[src/rtl/dsm_pdm_out_pkg.sv]
// Shared constants for the interpolator/PDM output chain: sample and accumulator widths,
// buffer sizing, modulator feedback levels, request FSM encodings and saturation helpers.
package dsm_pdm_out_pkg;

    localparam int SAMPLE_W   = 16;
    localparam int BURST      = 32;
    localparam int FIFO_DEPTH = 64;
    localparam int LOW_WM     = 32;
    localparam int TICK_DIV   = 16;
    localparam int LEVEL_W    = $clog2(FIFO_DEPTH) + 1;

    localparam int A1_W  = 20;
    localparam int A2_W  = 24;
    localparam int FB_W  = 17;
    localparam int SUM_W = 26;

    localparam logic signed [FB_W-1:0] FB_POS = 17'sd32767;
    localparam logic signed [FB_W-1:0] FB_NEG = -17'sd32768;

    localparam logic [1:0] ST_IDLE = 2'd0;
    localparam logic [1:0] ST_REQ  = 2'd1;
    localparam logic [1:0] ST_WAIT = 2'd2;

    // Clamp when the bits above the target sign bit disagree with it.
    function automatic logic signed [A1_W-1:0] sat_a1(input logic signed [SUM_W-1:0] v);
        if ((&v[SUM_W-1:A1_W-1]) || !(|v[SUM_W-1:A1_W-1]))
            return v[A1_W-1:0];
        else if (v[SUM_W-1])
            return {1'b1, {(A1_W-1){1'b0}}};
        else
            return {1'b0, {(A1_W-1){1'b1}}};
    endfunction

    function automatic logic signed [A2_W-1:0] sat_a2(input logic signed [SUM_W-1:0] v);
        if ((&v[SUM_W-1:A2_W-1]) || !(|v[SUM_W-1:A2_W-1]))
            return v[A2_W-1:0];
        else if (v[SUM_W-1])
            return {1'b1, {(A2_W-1){1'b0}}};
        else
            return {1'b0, {(A2_W-1){1'b1}}};
    endfunction

endpackage

[src/rtl/dsm_pdm_out_if.sv]
// Link between the interpolator side and the PDM output stage, plus status outputs.
interface dsm_pdm_out_if;
    import dsm_pdm_out_pkg::*;

    // din is captured on every cycle din_valid is high; there is no ready, so a sample
    // arriving while the buffer is full is dropped and flagged. sample_req is a
    // single-cycle pulse asking upstream for exactly one input sample (BURST outputs).
    logic signed [SAMPLE_W-1:0] din;
    logic                       din_valid;
    logic                       sample_req;
    logic                       pdm_out;
    logic [LEVEL_W-1:0]         fifo_level;
    logic                       underflow;
    logic                       overflow;
    logic [1:0]                 req_state;

    modport master (
        output din, din_valid,
        input  sample_req, pdm_out, fifo_level, underflow, overflow, req_state
    );

    modport slave (
        input  din, din_valid,
        output sample_req, pdm_out, fifo_level, underflow, overflow, req_state
    );

endinterface

[src/rtl/dsm_pdm_out_sync_fifo.sv]
// Single-clock FIFO with one write and one read port, combinational read data and a
// registered occupancy count. The caller never pushes when full without popping.
module dsm_pdm_out_sync_fifo #(
    parameter int W     = 16,
    parameter int DEPTH = 64
) (
    input  logic                     ACLK,
    input  logic                     ARST,
    input  logic                     push,
    input  logic [W-1:0]             wdata,
    input  logic                     pop,
    output logic [W-1:0]             rdata,
    output logic [$clog2(DEPTH):0]   level,
    output logic                     full,
    output logic                     empty
);
    localparam int AW = $clog2(DEPTH);

    logic [W-1:0]  mem [DEPTH];
    logic [AW-1:0] wr_ptr;
    logic [AW-1:0] rd_ptr;

    always_ff @(posedge ACLK) begin
        if (push)
            mem[wr_ptr] <= wdata;
    end

    always_ff @(posedge ACLK) begin
        if (ARST) begin
            wr_ptr <= '0;
            rd_ptr <= '0;
            level  <= '0;
        end else begin
            if (push)
                wr_ptr <= wr_ptr + 1'b1;
            if (pop)
                rd_ptr <= rd_ptr + 1'b1;
            case ({push, pop})
                2'b10:   level <= level + 1'b1;
                2'b01:   level <= level - 1'b1;
                default: level <= level;
            endcase
        end
    end

    assign rdata = mem[rd_ptr];
    assign full  = (level == (AW+1)'(DEPTH));
    assign empty = (level == '0);

endmodule

[src/rtl/dsm_pdm_out.sv]
// PDM output stage: buffers interpolator bursts, drains one sample per output tick into
// a 2nd-order delta-sigma modulator, and paces upstream with single-cycle requests.
module dsm_pdm_out
    import dsm_pdm_out_pkg::*;
(
    input  logic          ACLK,
    input  logic          ARST,
    dsm_pdm_out_if.slave  bus
);
    localparam int TICK_W = $clog2(TICK_DIV);
    localparam int OUT_W  = $clog2(BURST) + 1;

    logic [TICK_W-1:0]          tick_cnt;
    logic                       tick;
    logic                       push;
    logic                       pop;
    logic                       fifo_full;
    logic                       fifo_empty;
    logic [SAMPLE_W-1:0]        fifo_rdata;
    logic [LEVEL_W-1:0]         level;

    logic signed [SAMPLE_W-1:0] x;
    logic                       mod_en;
    logic                       underflow_q;
    logic                       overflow_q;

    logic [1:0]                 state;
    logic [OUT_W-1:0]           outstanding;

    logic signed [FB_W-1:0]     fb;
    logic signed [SUM_W-1:0]    a1_sum;
    logic signed [SUM_W-1:0]    a2_sum;
    logic signed [A1_W-1:0]     a1;
    logic signed [A1_W-1:0]     a1_new;
    logic signed [A2_W-1:0]     a2;
    logic signed [A2_W-1:0]     a2_new;
    logic                       pdm_q;

    assign tick = (tick_cnt == TICK_W'(TICK_DIV - 1));
    assign pop  = tick && !fifo_empty;
    // A full buffer still accepts a sample when the same cycle pops one.
    assign push = bus.din_valid && (!fifo_full || pop);

    always_ff @(posedge ACLK) begin
        if (ARST)
            tick_cnt <= '0;
        else if (tick)
            tick_cnt <= '0;
        else
            tick_cnt <= tick_cnt + 1'b1;
    end

    dsm_pdm_out_sync_fifo #(
        .W     (SAMPLE_W),
        .DEPTH (FIFO_DEPTH)
    ) u_fifo (
        .ACLK  (ACLK),
        .ARST  (ARST),
        .push  (push),
        .wdata (bus.din),
        .pop   (pop),
        .rdata (fifo_rdata),
        .level (level),
        .full  (fifo_full),
        .empty (fifo_empty)
    );

    always_ff @(posedge ACLK) begin
        if (ARST) begin
            x           <= '0;
            mod_en      <= 1'b0;
            underflow_q <= 1'b0;
            overflow_q  <= 1'b0;
        end else begin
            mod_en <= tick;
            if (pop)
                x <= $signed(fifo_rdata);
            if (tick && fifo_empty)
                underflow_q <= 1'b1;
            if (bus.din_valid && fifo_full && !pop)
                overflow_q <= 1'b1;
        end
    end

    // Every din_valid counts against the outstanding burst, including dropped samples.
    always_ff @(posedge ACLK) begin
        if (ARST) begin
            state       <= ST_IDLE;
            outstanding <= '0;
        end else begin
            case (state)
                ST_IDLE: begin
                    if (level <= LEVEL_W'(LOW_WM))
                        state <= ST_REQ;
                end
                ST_REQ: begin
                    outstanding <= OUT_W'(BURST);
                    state       <= ST_WAIT;
                end
                ST_WAIT: begin
                    if (bus.din_valid) begin
                        outstanding <= outstanding - 1'b1;
                        if (outstanding == OUT_W'(1))
                            state <= ST_IDLE;
                    end
                end
                default: state <= ST_IDLE;
            endcase
        end
    end

    always_comb begin
        fb     = pdm_q ? FB_POS : FB_NEG;
        a1_sum = SUM_W'(a1) + SUM_W'(x) - SUM_W'(fb);
        a1_new = sat_a1(a1_sum);
        a2_sum = SUM_W'(a2) + SUM_W'(a1_new) - SUM_W'(fb);
        a2_new = sat_a2(a2_sum);
    end

    // Runs one cycle after each tick so it always sees the freshly popped (or held) x.
    always_ff @(posedge ACLK) begin
        if (ARST) begin
            a1    <= '0;
            a2    <= '0;
            pdm_q <= 1'b0;
        end else if (mod_en) begin
            a1    <= a1_new;
            a2    <= a2_new;
            pdm_q <= !a2_new[A2_W-1];
        end
    end

    assign bus.sample_req = (state == ST_REQ);
    assign bus.pdm_out    = pdm_q;
    assign bus.fifo_level = level;
    assign bus.underflow  = underflow_q;
    assign bus.overflow   = overflow_q;
    assign bus.req_state  = state;

endmodule
[src/flat_wrapper.sv]
// flat-port wrapper written by rule: the top's interface ports become plain ports
module dsm_pdm_out_flat import dsm_pdm_out_pkg::*;
  (ACLK, ARST, bus_din, bus_din_valid, bus_sample_req, bus_pdm_out, bus_fifo_level, bus_underflow, bus_overflow, bus_req_state);
  dsm_pdm_out_if bus_i ();
  input  logic ACLK;
  input  logic ARST;
  input wire logic [$bits(bus_i.din)-1:0] bus_din;
  input wire logic [$bits(bus_i.din_valid)-1:0] bus_din_valid;
  output wire logic [$bits(bus_i.sample_req)-1:0] bus_sample_req;
  output wire logic [$bits(bus_i.pdm_out)-1:0] bus_pdm_out;
  output wire logic [$bits(bus_i.fifo_level)-1:0] bus_fifo_level;
  output wire logic [$bits(bus_i.underflow)-1:0] bus_underflow;
  output wire logic [$bits(bus_i.overflow)-1:0] bus_overflow;
  output wire logic [$bits(bus_i.req_state)-1:0] bus_req_state;
  assign bus_i.din = bus_din;
  assign bus_i.din_valid = bus_din_valid;
  assign bus_sample_req = bus_i.sample_req;
  assign bus_pdm_out = bus_i.pdm_out;
  assign bus_fifo_level = bus_i.fifo_level;
  assign bus_underflow = bus_i.underflow;
  assign bus_overflow = bus_i.overflow;
  assign bus_req_state = bus_i.req_state;
  dsm_pdm_out u_core (.ACLK(ACLK), .ARST(ARST), .bus(bus_i));
endmodule
[config.mk]
export PLATFORM = sky130hd
export DESIGN_NAME = dsm_pdm_out_flat
export DESIGN_NICKNAME = d
export VERILOG_FILES = /design/src/rtl/dsm_pdm_out_pkg.sv /design/src/rtl/dsm_pdm_out_if.sv /design/src/rtl/dsm_pdm_out_sync_fifo.sv /design/src/rtl/dsm_pdm_out.sv /design/src/flat_wrapper.sv
export SDC_FILE = /design/constraint.sdc
export NUM_CORES = 2
export LEC_CHECK = 0
export CELL_PAD_IN_SITES_DETAIL_PLACEMENT = 0
export CELL_PAD_IN_SITES_GLOBAL_PLACEMENT = 2
export CORE_MARGIN = 2
export CORE_UTILIZATION = 49
export CTS_CLUSTER_DIAMETER = 40
export DETAILED_ROUTE_END_ITERATION = 7
export DONT_BUFFER_PORTS = 1
export GPL_TIMING_DRIVEN = 0
export PLACE_DENSITY_LB_ADDON = 0.1
export SYNTH_ARGS = -nofsm -noshare
export SYNTH_HDL_FRONTEND = slang
export SYNTH_HIERARCHICAL = 1
export SYNTH_SLANG_ARGS = --single-unit
[constraint.sdc]
create_clock -name ACLK -period 8.2 [get_ports ACLK]
set_input_delay 1.64 -clock ACLK [delete_from_list [all_inputs] [get_ports ACLK]]
set_output_delay 1.64 -clock ACLK [all_outputs]
set_load 0.01 [all_outputs]
# After elaboration in Yosys (flattened, before gate mapping)
# Memories as Yosys holds them, arrays and structs flattened. A register that Yosys moved wholly into a read port is not among the register bits.
# Cells that the tools add are included.
dict set report word_totals {
  regBits 79
  ram_bits 1024
  input_bits 19
  elab_cells 73
  n_memories 1
}
# name words width read_ports rd_clocked_by_memory_dff wr line
set memory_table {}
lappend memory_table {u_core.u_fifo.mem 64 16 1 1 1 dsm_pdm_out_sync_fifo.sv:19} ;# logic [W-1:0] mem [DEPTH];
dict set report op_classes {
  add_sub_neg 10
  order_cmp 1
  n_eq_ne 10
  mux 14
  reduce_logical 25
}
# operator n
set ops {}
lappend ops {{$mux 24} 2}
lappend ops {{$mux 20} 2}
lappend ops {{$sub 25x17->26} 1}
lappend ops {{$add 24x20->25} 1}
lappend ops {{$sub 21x17->22} 1}
lappend ops {{$add 20x16->21} 1}
lappend ops {{$mux 17} 1}
lappend ops {{$pmux 7 s2} 1}
lappend ops {{$add 6x1->6 const B} 2}
lappend ops {{$pmux 6 s2} 1}
lappend ops {{$add 7x1->7 const B} 1}
lappend ops {{$eq 7x7->1 const B} 1}
lappend ops {{$le 7x6->1 const B} 1}
lappend ops {{$logic_not 7->1} 1}
lappend ops {{$reduce_and 7->1} 1}
lappend ops {{$reduce_or 7->1} 1}
lappend ops {{$sub 7x1->7 const B} 1}
lappend ops {{$eq 6x1->1 const B} 1}
lappend ops {{$logic_not 1->1} 6}
lappend ops {{$mux 2} 3}
lappend ops {{$mux 6} 1}
lappend ops {{$pmux 2 s3} 1}
lappend ops {{$reduce_and 3->1} 2}
lappend ops {{$sub 6x1->6 const B} 1}
lappend ops {{other kinds (14)} 25}

# Longest topological paths before layout
dict set report logic_depth {
  ltp_word 13
  mapped_depth 29
  depth_no_buf 24
}

# Modules after synthesis
# Netlist, hierarchy kept.
# module n_inst cells_each area_per_inst_um2
set by_module_without_submodules {}
lappend by_module_without_submodules {dsm_pdm_out_sync_fifo 1 1921 40568.9}
lappend by_module_without_submodules {dsm_pdm_out 1 862 7016.7}

# Worst setup path after synthesis
# Ideal clock, no wire load.
dict set report synth_timing {
  kind {reg-to-reg}
  start {register u_core.pdm_q, in the netlist u_core/bus.pdm_out}
  end {register u_core.a2[2]}
  setup_ns 0.148
  t_arrival_ns 6.832
  required_time_ns 8.052
  setup_slack_ns 1.220
  stages_incl_launch_ff 24
  n_path_buf 2
  path_cell_list {dfxtp_1 > fa_1 > inv_1 > ha_1 > a211oi_1 > nor2_1 > a21oi_1 > o21ai_1 > or3_1 > a22oi_4 > buf_4 > o21bai_1 > and2_1 > fa_1 > fa_1 > a211oi_1 > nor3_1 > o21ai_1 > o211ai_2 > a21oi_1 > o21ai_0 > clkbuf_4 > o211ai_2 > a311oi_2}
}
dict set report synth_via {
  elab_chain_cells 12
  word_cells_on_any_way 16
  classes_between {3 x add/sub; 5 x mux; 8 x reduce/logical}
}
# element line
set synth_lines {}
lappend synth_lines {{start: declaration} dsm_pdm_out.sv:37} ;# logic pdm_q;
lappend synth_lines {{start signal: assignment} dsm_pdm_out.sv:129} ;# pdm_q <= !a2_new[A2_W-1];
lappend synth_lines {{$mux 17 (*)} dsm_pdm_out.sv:113} ;# fb = pdm_q ? FB_POS : FB_NEG;
lappend synth_lines {{$sub 21x17->22 (*)} dsm_pdm_out.sv:114} ;# a1_sum = SUM_W'(a1) + SUM_W'(x) - SUM_W'(fb);
lappend synth_lines {{$reduce_or 7->1} dsm_pdm_out_pkg.sv:26} ;# if ((&v[SUM_W-1:A1_W-1]) || !(|v[SUM_W-1:A1_W-1]))
lappend synth_lines {{$logic_not 1->1} dsm_pdm_out_pkg.sv:26}
lappend synth_lines {{$logic_or 1x1->1} dsm_pdm_out_pkg.sv:26}
lappend synth_lines {{$mux 20 (*)} dsm_pdm_out_pkg.sv:26}
lappend synth_lines {{named net u_core.a1_new[1]} dsm_pdm_out.sv:34} ;# logic signed [A1_W-1:0] a1_new;
lappend synth_lines {{$add 24x20->25 (*)} dsm_pdm_out.sv:116} ;# a2_sum = SUM_W'(a2) + SUM_W'(a1_new) - SUM_W'(fb);
lappend synth_lines {{$sub 25x17->26 (*)} dsm_pdm_out.sv:116}
lappend synth_lines {{$reduce_or 3->1} dsm_pdm_out_pkg.sv:35} ;# if ((&v[SUM_W-1:A2_W-1]) || !(|v[SUM_W-1:A2_W-1]))
lappend synth_lines {{$logic_not 1->1} dsm_pdm_out_pkg.sv:35}
lappend synth_lines {{$logic_or 1x1->1} dsm_pdm_out_pkg.sv:35}
lappend synth_lines {{$mux 24 (*)} dsm_pdm_out_pkg.sv:35}
lappend synth_lines {{end signal: assignment} dsm_pdm_out.sv:128} ;# a2 <= a2_new;
lappend synth_lines {{end: declaration} dsm_pdm_out.sv:35} ;# logic signed [A2_W-1:0] a2;
# Mark *: on every way through the listed nets, which the timed path passes. The rest lies on a longest branch.
# A chain may end at the register's enable or synchronous reset.

# Final worst setup path
dict set report layout_timing {
  start {register u_core.pdm_q, in the netlist u_core/bus.pdm_out}
  end {register u_core.a2[17]}
}
# Same word-level chain as after synthesis.

==> reports/results.ini <==
[synth]
mappedNetlistArea_um2=47600
post_synth.cell_area_avg_um2=17.1
postSynthCellCount=2783
synth_seq_area_share_pct=68.9
synth-edff-count=1024
postSynthNetCount=2902
synth_seq_cells=1125
yosys_most_used_dff=sky130_fd_sc_hd__edfxtp_1
synth.yosys.warnings=6
post_synth_main_area_contributors=sky130_fd_sc_hd__edfxtp_1 (65%), sky130_fd_sc_hd__mux4_2 (11%), sky130_fd_sc_hd__dfxtp_1 (4.2%)
proportion_of_synthesized_flip_flops_having_asynchronous_set_or_reset_pct=0
synth_cell_types=85
netlist.top_cell.by_area=sky130_fd_sc_hd__edfxtp_1
yosysTopAreaCellShare_pct=64.6

[grt]
grt_max_degree=65
grt_overflow=0
first_pass_grt_wire_length_um=188000
grt_pass1_vias=27088
grtUsageTotal_pct=26.5
initial_antenna_violation_count=0

[detailed_routing]
detailed_route_drc_error_count=0
drt_iter0_markers=3348
routed_wirelength_um=129000
dr.pass1.iters=5
ant_nets=0
routed_via_density=6.18
routed-via-count=27203
drt-wirelength-per-cell_um=29.4

[power_and_ir_drop]
max_rail_drop_vdd_mv=0.223
power.leakage_uw=0.0179
power_per_cell_area_nw_per_um2=234

[die]
initial_utilization_pct=49.4
placementRows=114
floorplan.die.height_um=316
dieWidth_um=316
placeableCoreArea_um2=96400
ioPinCount=32
floorplan.die_area_um2=99600

[place]
detailed_place.area_um2=50300
post-place-cells=4120
dp.final_hpwl_um=89400
routabilityCongestion=0.886
port_buffers=0

[finish]
final_cell_mix=sky130_fd_sc_hd__edfxtp_1 (1024), sky130_fd_sc_hd__mux4_2 (240), sky130_fd_sc_hd__clkbuf_16 (156)
final_nets=3115
layout.cells.most_common=sky130_fd_sc_hd__edfxtp_1
post_layout_nonfiller_instances=4400
nFillCells=7393
stdcell_area_um2=55500
layout-area-overhead-vs-synth_pct=16.6
final_layout_size_suffix_gt1_share_pct=23.7

[sta]
layout_min_cycle_time_ns=7.63
finalCritPeriodShare_pct=93.1
worst_hold_slack_ns=0.457
highest_achievable_clock_rate_mhz=131
finClkSkew_ns=0.0330
rsz0062_at_grt=no
finalMaxSlewViolations=0
timing.final.setup_violations=0
worst_slew_margin_rel_pct=24.2
final_hold_viol_count=0
worst_pin_slew_ns=1.14

[min_path]
timing.hold.worst.class=flip-flop to flip-flop

[worst_setup_path]
critPathRequiredTime_ns=8.76
startpoint_type=flip-flop
setup.worst_path.end_class=flip-flop
cpPeakStageDelay_ns=0.56
critPathArrivalTime_ns=8.19
timing.critical_path.fanout_max=21
critPathSlowestCell=sky130_fd_sc_hd__fa_1
timing.setup.critical_path_class=flip-flop to flip-flop
critical-path-top-cell-by-count=sky130_fd_sc_hd__buf_2

[outcome]
status=finished clean

[run]
drv_cap=0

[cts]
post_cts_setup_driven_buffer_insertion_count=0
clock_sinks=1125
clock_latency_ns=0.75
post_cts_hold_buffer_count=0
post_cts_resize_count=0
cts_max_level=4
clock-root-buffer=sky130_fd_sc_hd__clkbuf_16
clock_tree_from_tritoncts=done
ctsLongestPathBuffers=3
clkSlewWorstSetupHoldPaths_ns=0.05
cts_inserted_buffers=150

[Yosys cell counts, types with 16 or more instances]
cell type,count
sky130_fd_sc_hd__a22oi_1,35
sky130_fd_sc_hd__buf_2,46
sky130_fd_sc_hd__a311oi_1,24
sky130_fd_sc_hd__xor2_1,21
sky130_fd_sc_hd__a32o_1,19
sky130_fd_sc_hd__a211oi_1,32
sky130_fd_sc_hd__a31oi_1,18
sky130_fd_sc_hd__nand2b_1,16
sky130_fd_sc_hd__o21ai_1,21
sky130_fd_sc_hd__fa_1,44
sky130_fd_sc_hd__and2_1,18
sky130_fd_sc_hd__dfxtp_1,101
sky130_fd_sc_hd__buf_6,18
sky130_fd_sc_hd__a21oi_1,78
sky130_fd_sc_hd__ha_1,56
sky130_fd_sc_hd__mux4_2,240
sky130_fd_sc_hd__nor2_1,167
sky130_fd_sc_hd__xnor2_1,27
sky130_fd_sc_hd__mux2i_1,57
sky130_fd_sc_hd__nand3_1,61
sky130_fd_sc_hd__nand2_1,128
sky130_fd_sc_hd__a21o_1,17
sky130_fd_sc_hd__o21ai_0,53
sky130_fd_sc_hd__o211ai_1,23
sky130_fd_sc_hd__buf_4,23
sky130_fd_sc_hd__o22ai_1,30
sky130_fd_sc_hd__clkbuf_1,58
sky130_fd_sc_hd__nor2b_1,22
sky130_fd_sc_hd__edfxtp_1,1024
sky130_fd_sc_hd__inv_1,97
sky130_fd_sc_hd__nor3_1,16
[through the flow]
step	utilization, %	setup slack (ns)	TNS, ns	total power [uW]
3_3_place_gp	51.0	-1.13	-24.81	6520
2_1_floorplan	-	1.22	0	6480
5_1_grt	57.5	0.0449	0	13300
6_report	57.5	0.566	0	13000
4_1_cts	57.5	0.370	0	13100
3_5_place_dp	52.2	0.403	0	6530
[flip-flops by register name, summed over array words and instances (netlist names), 4 cells and up, named ones only]
signal	count
u_core/u_fifo/rd_ptr	6
u_core/x	16
u_core/u_fifo/wr_ptr	6
u_core/outstanding	6
u_core/u_fifo/mem	1024
u_core/tick_cnt	4
u_core/a2	24
u_core/u_fifo/level	7
u_core/a1	20
[worst max-delay path, delay by kind of cell, from the launching register on]
family / cells / cell delay [ns]
buf+inv: 6 / 1.19
compound gates: 11 / 3.47
flops: 1 / 0.42
simple gates: 5 / 0.56
fa+ha+maj: 4 / 1.81
[layer usage]
metal	global-route usage [%]	share of wire (%)	vias to the layer above
li1	-	-	11583
met1	38.5	42	14255
met2	40.8	47	1178
met3	5.68	8.8	187
met4	7.64	2.6	0
met5	0	0	-
[where the power goes]
| part | internal, uW | switching, uW | total, uW |
|---|---|---|---|
| Combinational | 40.4 | 83.7 | 124 |
| Clock | 4080 | 2520 | 6600 |
| Sequential | 6270 | 12.5 | 6290 |
[path summary, 6_finish.rpt]
kind,start,end,slack (ns),cells after the start
setup reg to reg,u_core/bus.pdm_out$_SDFFE_PP0P_,u_core/a2[17]$_SDFFE_PP0P_,0.57,26
hold / removal,u_core/x[1]$_SDFFE_PP0P_,u_core/x[1]$_SDFFE_PP0P_,0.46,2
hold reg to reg,u_core/x[1]$_SDFFE_PP0P_,u_core/x[1]$_SDFFE_PP0P_,0.46,2
setup / recovery,u_core/bus.pdm_out$_SDFFE_PP0P_,u_core/a2[17]$_SDFFE_PP0P_,0.57,26
[cell type report]
type                            count  area [um2]  share of cell area (%)
Tap cell                         1276        1600                    2.88
Antenna cell                        2        5.00                 0.00902
Sequential cell                  1125       32800                    59.1
Inverter                           98         368                   0.663
Multi-Input combinational cell   1397       13700                    24.7
Clock buffer                      176        3980                    7.17
Clock inverter                    102        1140                    2.05
Timing Repair Buffer               61        1000                    1.80
Buffer                            163         913                    1.65
[kinds of logic after synthesis]
| family | share of synthesized area, % |
|---|---|
| multiplexers | 12.8 |
| flip-flops | 68.9 |
| adder cells (fa/ha/maj) | 3.32 |
| AO/OA/AOI/OAI | 6.52 |
| XOR/XNOR | 0.883 |
| AND/OR/NAND/NOR | 4.92 |
| buffers and inverters | 2.69 |
Power figures use the tool's default switching activity.
